==> src/rtl/cache_pkg.sv <==
// Shared definitions for the cache array slice (valid array, tag/data arrays).
//   - FSM state encoding for the flush walker (ST_IDLE, ST_WALK)
//   - default set-index width and associativity, way-mask type
//   - addr_in_range(): set-index bounds check for arrays with MEM_DEPTH < 2**ADDR_WIDTH
package cache_pkg;

  localparam logic [0:0] ST_IDLE = 1'b0;
  localparam logic [0:0] ST_WALK = 1'b1;

  localparam int CACHE_ADDR_W = 8;
  localparam int CACHE_WAYS   = 2;

  typedef logic [CACHE_WAYS-1:0] way_mask_t;

  // Sets at or above the configured depth do not exist: reads miss, writes drop.
  function automatic logic addr_in_range(input int unsigned a, input int unsigned depth);
    return a < depth;
  endfunction

endpackage

==> src/rtl/cache_valid_array_if.sv <==
// Controller <-> valid-array bus.
//   master : cache controller (drives addr/we/valid_in/flush_req)
//   slave  : cache_valid_array (drives valid_out/flush_busy/flush_done)
// Optional feature macro: CACHE_VMEM_DIRTY_EN adds dirty_in/dirty_out.
interface cache_valid_array_if #(
  parameter int ADDR_WIDTH = 8,
  parameter int WAYS       = 2
) ();
  import cache_pkg::*;

  logic [ADDR_WIDTH-1:0] addr;
  logic [WAYS-1:0]       we;
  logic [WAYS-1:0]       valid_in;
  logic [WAYS-1:0]       valid_out;
  logic                  flush_req;
  logic                  flush_busy;
  logic                  flush_done;
`ifdef CACHE_VMEM_DIRTY_EN
  logic [WAYS-1:0]       dirty_in;
  logic [WAYS-1:0]       dirty_out;

  modport master (output addr, we, valid_in, flush_req, dirty_in,
                  input  valid_out, flush_busy, flush_done, dirty_out);
  modport slave  (input  addr, we, valid_in, flush_req, dirty_in,
                  output valid_out, flush_busy, flush_done, dirty_out);
`else
  modport master (output addr, we, valid_in, flush_req,
                  input  valid_out, flush_busy, flush_done);
  modport slave  (input  addr, we, valid_in, flush_req,
                  output valid_out, flush_busy, flush_done);
`endif

endinterface

==> src/rtl/cache_flush_walker.sv <==
// Flush walker: sequential invalidate of every set, one set per cycle.
//   clk, rst      : clock, synchronous active-high reset (reset starts a walk)
//   flush_req_i   : level-sampled flush request, honoured only when idle
//   flush_busy_o  : walk in progress
//   flush_done_o  : one-cycle pulse after the last set has been cleared
//   clr_en_o      : clear mem[clr_idx_o] at this edge
//   clr_idx_o     : set being cleared
module cache_flush_walker
  import cache_pkg::*;
#(
  parameter int ADDR_WIDTH = 8,
  parameter int MEM_DEPTH  = 1 << ADDR_WIDTH
) (
  input  logic                  clk,
  input  logic                  rst,
  input  logic                  flush_req_i,
  output logic                  flush_busy_o,
  output logic                  flush_done_o,
  output logic                  clr_en_o,
  output logic [ADDR_WIDTH-1:0] clr_idx_o
);

  localparam logic [ADDR_WIDTH-1:0] LAST_IDX = ADDR_WIDTH'(MEM_DEPTH - 1);

  logic [0:0]            state_q, state_d;
  logic [ADDR_WIDTH-1:0] idx_q, idx_d;
  logic                  done_q, done_d;

  always_comb begin
    state_d = state_q;
    idx_d   = idx_q;
    done_d  = 1'b0;
    case (state_q)
      ST_IDLE: begin
        if (flush_req_i) begin
          state_d = ST_WALK;
          idx_d   = '0;
        end
      end
      ST_WALK: begin
        if (idx_q == LAST_IDX) begin
          state_d = ST_IDLE;
          done_d  = 1'b1;
        end else begin
          idx_d = idx_q + 1'b1;
        end
      end
      default: begin
        state_d = ST_WALK;
        idx_d   = '0;
      end
    endcase
  end

  always_ff @(posedge clk) begin
    if (rst) begin
      state_q <= ST_WALK;
      idx_q   <= '0;
      done_q  <= 1'b0;
    end else begin
      state_q <= state_d;
      idx_q   <= idx_d;
      done_q  <= done_d;
    end
  end

  assign flush_busy_o = (state_q == ST_WALK);
  assign flush_done_o = done_q;
  // While rst is held the walker sits at idx 0, so set 0 is scrubbed every reset cycle;
  // forcing idx 0 under rst also covers the very first reset edge, when state is unknown.
  assign clr_en_o     = rst | flush_busy_o;
  assign clr_idx_o    = rst ? '0 : idx_q;

endmodule

==> src/rtl/cache_valid_array.sv <==
// Per-set, per-way valid-bit store with sequential flush walk.
//   clk, rst : clock, synchronous active-high reset (reset triggers a full walk)
//   bus      : cache_valid_array_if.slave
//                addr/we/valid_in write port, valid_out combinational read,
//                flush_req/flush_busy/flush_done walk handshake
// Optional feature macro: CACHE_VMEM_DIRTY_EN adds a parallel dirty-bit array
// (dirty_in written with valid_in, dirty_out read and forced like valid_out).
module cache_valid_array
  import cache_pkg::*;
#(
  parameter int ADDR_WIDTH = CACHE_ADDR_W,
  parameter int MEM_DEPTH  = 1 << ADDR_WIDTH,
  parameter int WAYS       = CACHE_WAYS
) (
  input logic               clk,
  input logic               rst,
  cache_valid_array_if.slave bus
);

  logic                  busy;
  logic                  clr_en;
  logic [ADDR_WIDTH-1:0] clr_idx;
  logic                  in_rng;
  logic                  wr_ok;
  logic                  force0;
  logic [WAYS-1:0]       rd_v;

  cache_flush_walker #(
    .ADDR_WIDTH (ADDR_WIDTH),
    .MEM_DEPTH  (MEM_DEPTH)
  ) u_walker (
    .clk          (clk),
    .rst          (rst),
    .flush_req_i  (bus.flush_req),
    .flush_busy_o (busy),
    .flush_done_o (bus.flush_done),
    .clr_en_o     (clr_en),
    .clr_idx_o    (clr_idx)
  );

  assign bus.flush_busy = busy;
  assign in_rng = addr_in_range(32'(bus.addr), MEM_DEPTH);
  // clr_en covers both reset and walk, so writes only land when idle and out of reset.
  assign wr_ok  = !clr_en && in_rng;
  // Force a miss while the array is being scrubbed or for a non-existent set.
  assign force0 = busy || !in_rng;

  for (genvar w = 0; w < WAYS; w++) begin : g_way
    logic mem_q [MEM_DEPTH];

    always_ff @(posedge clk) begin
      if (clr_en)                   mem_q[clr_idx]  <= 1'b0;
      else if (wr_ok && bus.we[w])  mem_q[bus.addr] <= bus.valid_in[w];
    end

    assign rd_v[w] = mem_q[bus.addr];
  end

  assign bus.valid_out = force0 ? '0 : rd_v;

`ifdef CACHE_VMEM_DIRTY_EN
  logic [WAYS-1:0] rd_d;

  for (genvar w = 0; w < WAYS; w++) begin : g_dirty
    logic dirty_q [MEM_DEPTH];

    always_ff @(posedge clk) begin
      if (clr_en)                   dirty_q[clr_idx]  <= 1'b0;
      else if (wr_ok && bus.we[w])  dirty_q[bus.addr] <= bus.dirty_in[w];
    end

    assign rd_d[w] = dirty_q[bus.addr];
  end

  assign bus.dirty_out = force0 ? '0 : rd_d;
`endif

endmodule
==> src/flat_wrapper.sv <==
// flat-port wrapper written by rule: the top's interface ports become plain ports
module cache_valid_array_flat import cache_pkg::*;
#(
  parameter int ADDR_WIDTH = CACHE_ADDR_W,
  parameter int MEM_DEPTH  = 1 << ADDR_WIDTH,
  parameter int WAYS       = CACHE_WAYS
)
  (clk, rst, bus_addr, bus_we, bus_valid_in, bus_flush_req, bus_valid_out, bus_flush_busy, bus_flush_done);
  cache_valid_array_if #(.ADDR_WIDTH(ADDR_WIDTH), .WAYS(WAYS)) bus_i ();
  input logic clk;
  input logic rst;
  input wire logic [$bits(bus_i.addr)-1:0] bus_addr;
  input wire logic [$bits(bus_i.we)-1:0] bus_we;
  input wire logic [$bits(bus_i.valid_in)-1:0] bus_valid_in;
  input wire logic [$bits(bus_i.flush_req)-1:0] bus_flush_req;
  output wire logic [$bits(bus_i.valid_out)-1:0] bus_valid_out;
  output wire logic [$bits(bus_i.flush_busy)-1:0] bus_flush_busy;
  output wire logic [$bits(bus_i.flush_done)-1:0] bus_flush_done;
  assign bus_i.addr = bus_addr;
  assign bus_i.we = bus_we;
  assign bus_i.valid_in = bus_valid_in;
  assign bus_i.flush_req = bus_flush_req;
  assign bus_valid_out = bus_i.valid_out;
  assign bus_flush_busy = bus_i.flush_busy;
  assign bus_flush_done = bus_i.flush_done;
  cache_valid_array #(.ADDR_WIDTH(ADDR_WIDTH), .MEM_DEPTH(MEM_DEPTH), .WAYS(WAYS)) u_core (.clk(clk), .rst(rst), .bus(bus_i));
endmodule
==> config.mk <==
export PLATFORM = sky130hd
export DESIGN_NAME = cache_valid_array_flat
export DESIGN_NICKNAME = d
export VERILOG_FILES = /design/src/rtl/cache_pkg.sv /design/src/rtl/cache_valid_array_if.sv /design/src/rtl/cache_flush_walker.sv /design/src/rtl/cache_valid_array.sv /design/src/flat_wrapper.sv
export SDC_FILE = /design/constraint.sdc
export NUM_CORES = 1
export LEC_CHECK = 0
export ABC_AREA = 1
export BUFFER_PORTS_ARGS = -buffer_cell sky130_fd_sc_hd__buf_2
export CORE_MARGIN = 2
export CORE_UTILIZATION = 55
export DETAILED_ROUTE_END_ITERATION = 8
export GPL_ROUTABILITY_DRIVEN = 0
export PLACE_DENSITY = 0.72
export SYNTH_ARGS = -nofsm -noshare
export SYNTH_HDL_FRONTEND = slang
export SYNTH_HIERARCHICAL = 1
export SYNTH_SLANG_ARGS = --single-unit
==> constraint.sdc <==
create_clock -name clk -period 15.83 [get_ports clk]
set_input_delay 4.749 -clock clk [delete_from_list [all_inputs] [get_ports clk]]
set_output_delay 4.749 -clock clk [all_outputs]
set_load 0.03 [all_outputs]
==> impl_metrics.tcl <==
set metrics [dict create \
    status "finished, final reports clean" \
    ys_ff_latch 522 \
    post_cts_buffers 0 \
    drtIter0Drc 2606 \
    vias_per_cell 5.954 \
    slew_headroom_pct 18.89 \
    finalMaxSlewViolations 0 \
    gr-total-overflow 0 \
    synthXorXnorAreaFrac_pct 0 \
    path_buf_inv 4 \
    synth_compound_area_share_pct 0.7901 \
    dp_slack_ns 2.940 \
    end_kind "output pin" \
    drc 0 \
    layout.cells.most_common_list "nand2_1 (636), nor2_1 (537), edfxtp_1 (512)" \
    cts-root-buf "clkbuf_16" \
    min-delay-start "u_core/u_walker/idx_q[6]" \
    finClkSkew_ns 0.01542 \
    hold_ws_ns 0.5134 \
    grt_pass1_vias 17305 \
    antenna_cells 0 \
    syn_area_per_cell_um2 9.564 \
    drive_above_1_share_pct 7.372 \
    cp_max_fo 77 \
    numPortBuffers 18 \
    ant_nets 0 \
    avgRoutedWirePerCell_um 20.57 \
    critical_path_class "input port to output pin" \
    reg2reg_from "u_core/u_walker/flush_busy_o" \
    syn2layout_area_growth_pct 7.532 \
    fin_nets 2471 \
    die_width_um 214.6 \
    p_total_w 0.002881 \
    synth_mux_area_share_pct 0 \
    grt_pass1_wl_mm 96.96 \
    crit_path_max_incr_delay_ns 0.78 \
    max_freq_mhz 76.91 \
    ios 19 \
    rows 77 \
    period_needed_ns 13.00 \
    synthesis.instances 2550 \
    synth-adder-area-share_pct 0.05131 \
    multi_input_area_mm2 0.007714 \
    drt_pre_antenna_iters 6 \
    yosysUniqueCellTypes 28 \
    cts_inserted_buffers 53 \
    syn_nets 2566 \
    power.density_mw_per_mm2 109.8 \
    cp_slowest_cell "buf_4" \
    ff_latch_area_mm2 0.01557 \
    final_common_cell "nand2_1" \
    total_leakage_power_nw 8.996 \
    clkTransAtPathRegs_ns 0.06 \
    fp.dieH_um 214.6 \
    cts_sinks 522 \
    tritoncts "yes" \
    report.final.hold_viol_count 0 \
    ys_warn_count 6 \
    hold_path_class "flop to flop" \
    final_cells 3088 \
    cp.arrival_ns 8.25 \
    grt_max_degree 178 \
    crit_chain "buf_4 -> inv_4 -> buf_4 -> nand3_1 -> nand3_1 -> nand3_1 -> nand2_1 -> nand2_1 -> nand3_1 -> nand3_1 -> nand3_1 -> a21oi_1 -> buf_2" \
    timing.final.crit_share_pct 82.14 \
    tightest_slew_ns 1.213 \
    dpl.cell_count 2992 \
    num_vias 18386 \
    insertion_delay_ns 0.60 \
    cts-hold-fix-buffers 0 \
    clock_tree.buffer_depth 3 \
    synth_top_family_by_area "simple AND/OR/NAND/NOR gates" \
    start_kind "input port" \
    fp.dieArea_mm2 0.04604 \
    coreArea_mm2 0.04403 \
    fin_setup_tns_ns 0 \
    cp.required_ns 11.08 \
    routed_wl_mm 63.53 \
    setup-violations-final 0 \
    syn_area_mm2 0.02439 \
    drv_cap 0 \
    setup_ws_ns 2.827 \
    antenna_found_initial 0 \
    vdd_drop_max_uv 79.06 \
    rsz0062_at_grt "false" \
    startpoint "bus_addr[1]" \
    fillers 3676 \
    cts-resized-gates 0 \
    htreeDepth 2 \
    grt_usage_pct 27.46 \
    initial_core_util_pct 55.39 \
    dp_hpwl_mm 32.59 \
    yosysSeqAreaShare_pct 63.87 \
    timing.critical_path.max_delay_family "buffers and inverters" \
    cp_common_cell "nand3_1" \
    synthSimpleGateAreaFrac_pct 30.73 \
]
[final timing paths]
path / slack, ns / depth (start not counted) / end
setup / recovery: 2.83 / 13 / bus_valid_out[1]
hold / removal: 0.51 / 2 / u_core/u_walker/idx_q[6]
setup reg to reg: 12.17 / 7 / u_core/g_way[0].mem_q[41]
hold reg to reg: 0.51 / 2 / u_core/u_walker/idx_q[6]
[power by group]
| part | total (W) | switching, W | internal, W |
|---|---|---|---|
| Combinational | 0.000150 | 0.000112 | 0.0000374 |
| Clock | 0.00123 | 0.000513 | 0.000721 |
| Sequential | 0.00150 | 0.00000104 | 0.00150 |
| Total | 0.00288 | 0.000627 | 0.00225 |
[metrics by stage]
| stage | instance area [um2] | utilization [%] |
|---|---|---|
| after floorplan | 24390 | - |
| after global placement | 24520 | 55.69 |
| after detailed placement | 24520 | 55.69 |
| after CTS | 26220 | 59.56 |
| after global routing | 26220 | 59.56 |
| final | 26220 | 59.56 |
[kinds of logic (layout without fill, tap and decap cells)]
kind of cell	count (synthesis)	after routing
adders and majority gates	1	1
AOI/OAI and AO/OA	28	28
DFF	522	522
and+or+nand+nor	1746	1746
buffers and inverters	253	199
[synthesized netlist by cell type (all sizes together)]
cell type | count | area [um2]
or2 | 1 | 6.260
o21ai | 19 | 147.6
inv | 72 | 270.3
nand4 | 2 | 12.51
nand3 | 518 | 2683
dfxtp | 10 | 200.2
buf | 133 | 663.1
nand2 | 647 | 2485
a21oi | 9 | 45.04
clkbuf | 48 | 180.2
ha | 1 | 12.51
nand3b | 1 | 7.510
edfxtp | 512 | 15370
nor2 | 556 | 2195
nor3 | 21 | 105.1
[state kept, by name (all words and copies together), names as in the netlist]
signal                        cells
u_core/u_walker/flush_done_o      1
u_core/u_walker/flush_busy_o      1
u_core/u_walker/idx_q             8
u_core/g_way.mem_q              512
[final cells by class]
cell class                 count  area share [%]
clock buffer                  66           5.325
tap                          592           2.825
inverter                      72           1.069
sequential                   522           59.39
timing repair buffer          31          0.8063
clock inverter                30           1.169
multi-input combinational   1775           29.41
[worst min-delay path: cells and delay by family, from the launching register on]
family,cells,cell delay (ns)
AO/OA/AOI/OAI,1,0.06
flip-flops,1,0.32
AND/OR/NAND/NOR,1,0.08
[routing by layer]
metal  vias up  global-route usage (%)  wire length, um  share of wire, %
met2       984                   42.92            29000                46
met1      8884                   38.48            25690                40
met3       142                   5.603             6935                11
met4         0                   9.815             1910               3.0
li1       8376                       -                -                 -
met5         -                       0                0                 0
No activity file was read; power rests on OpenSTA's default activity.
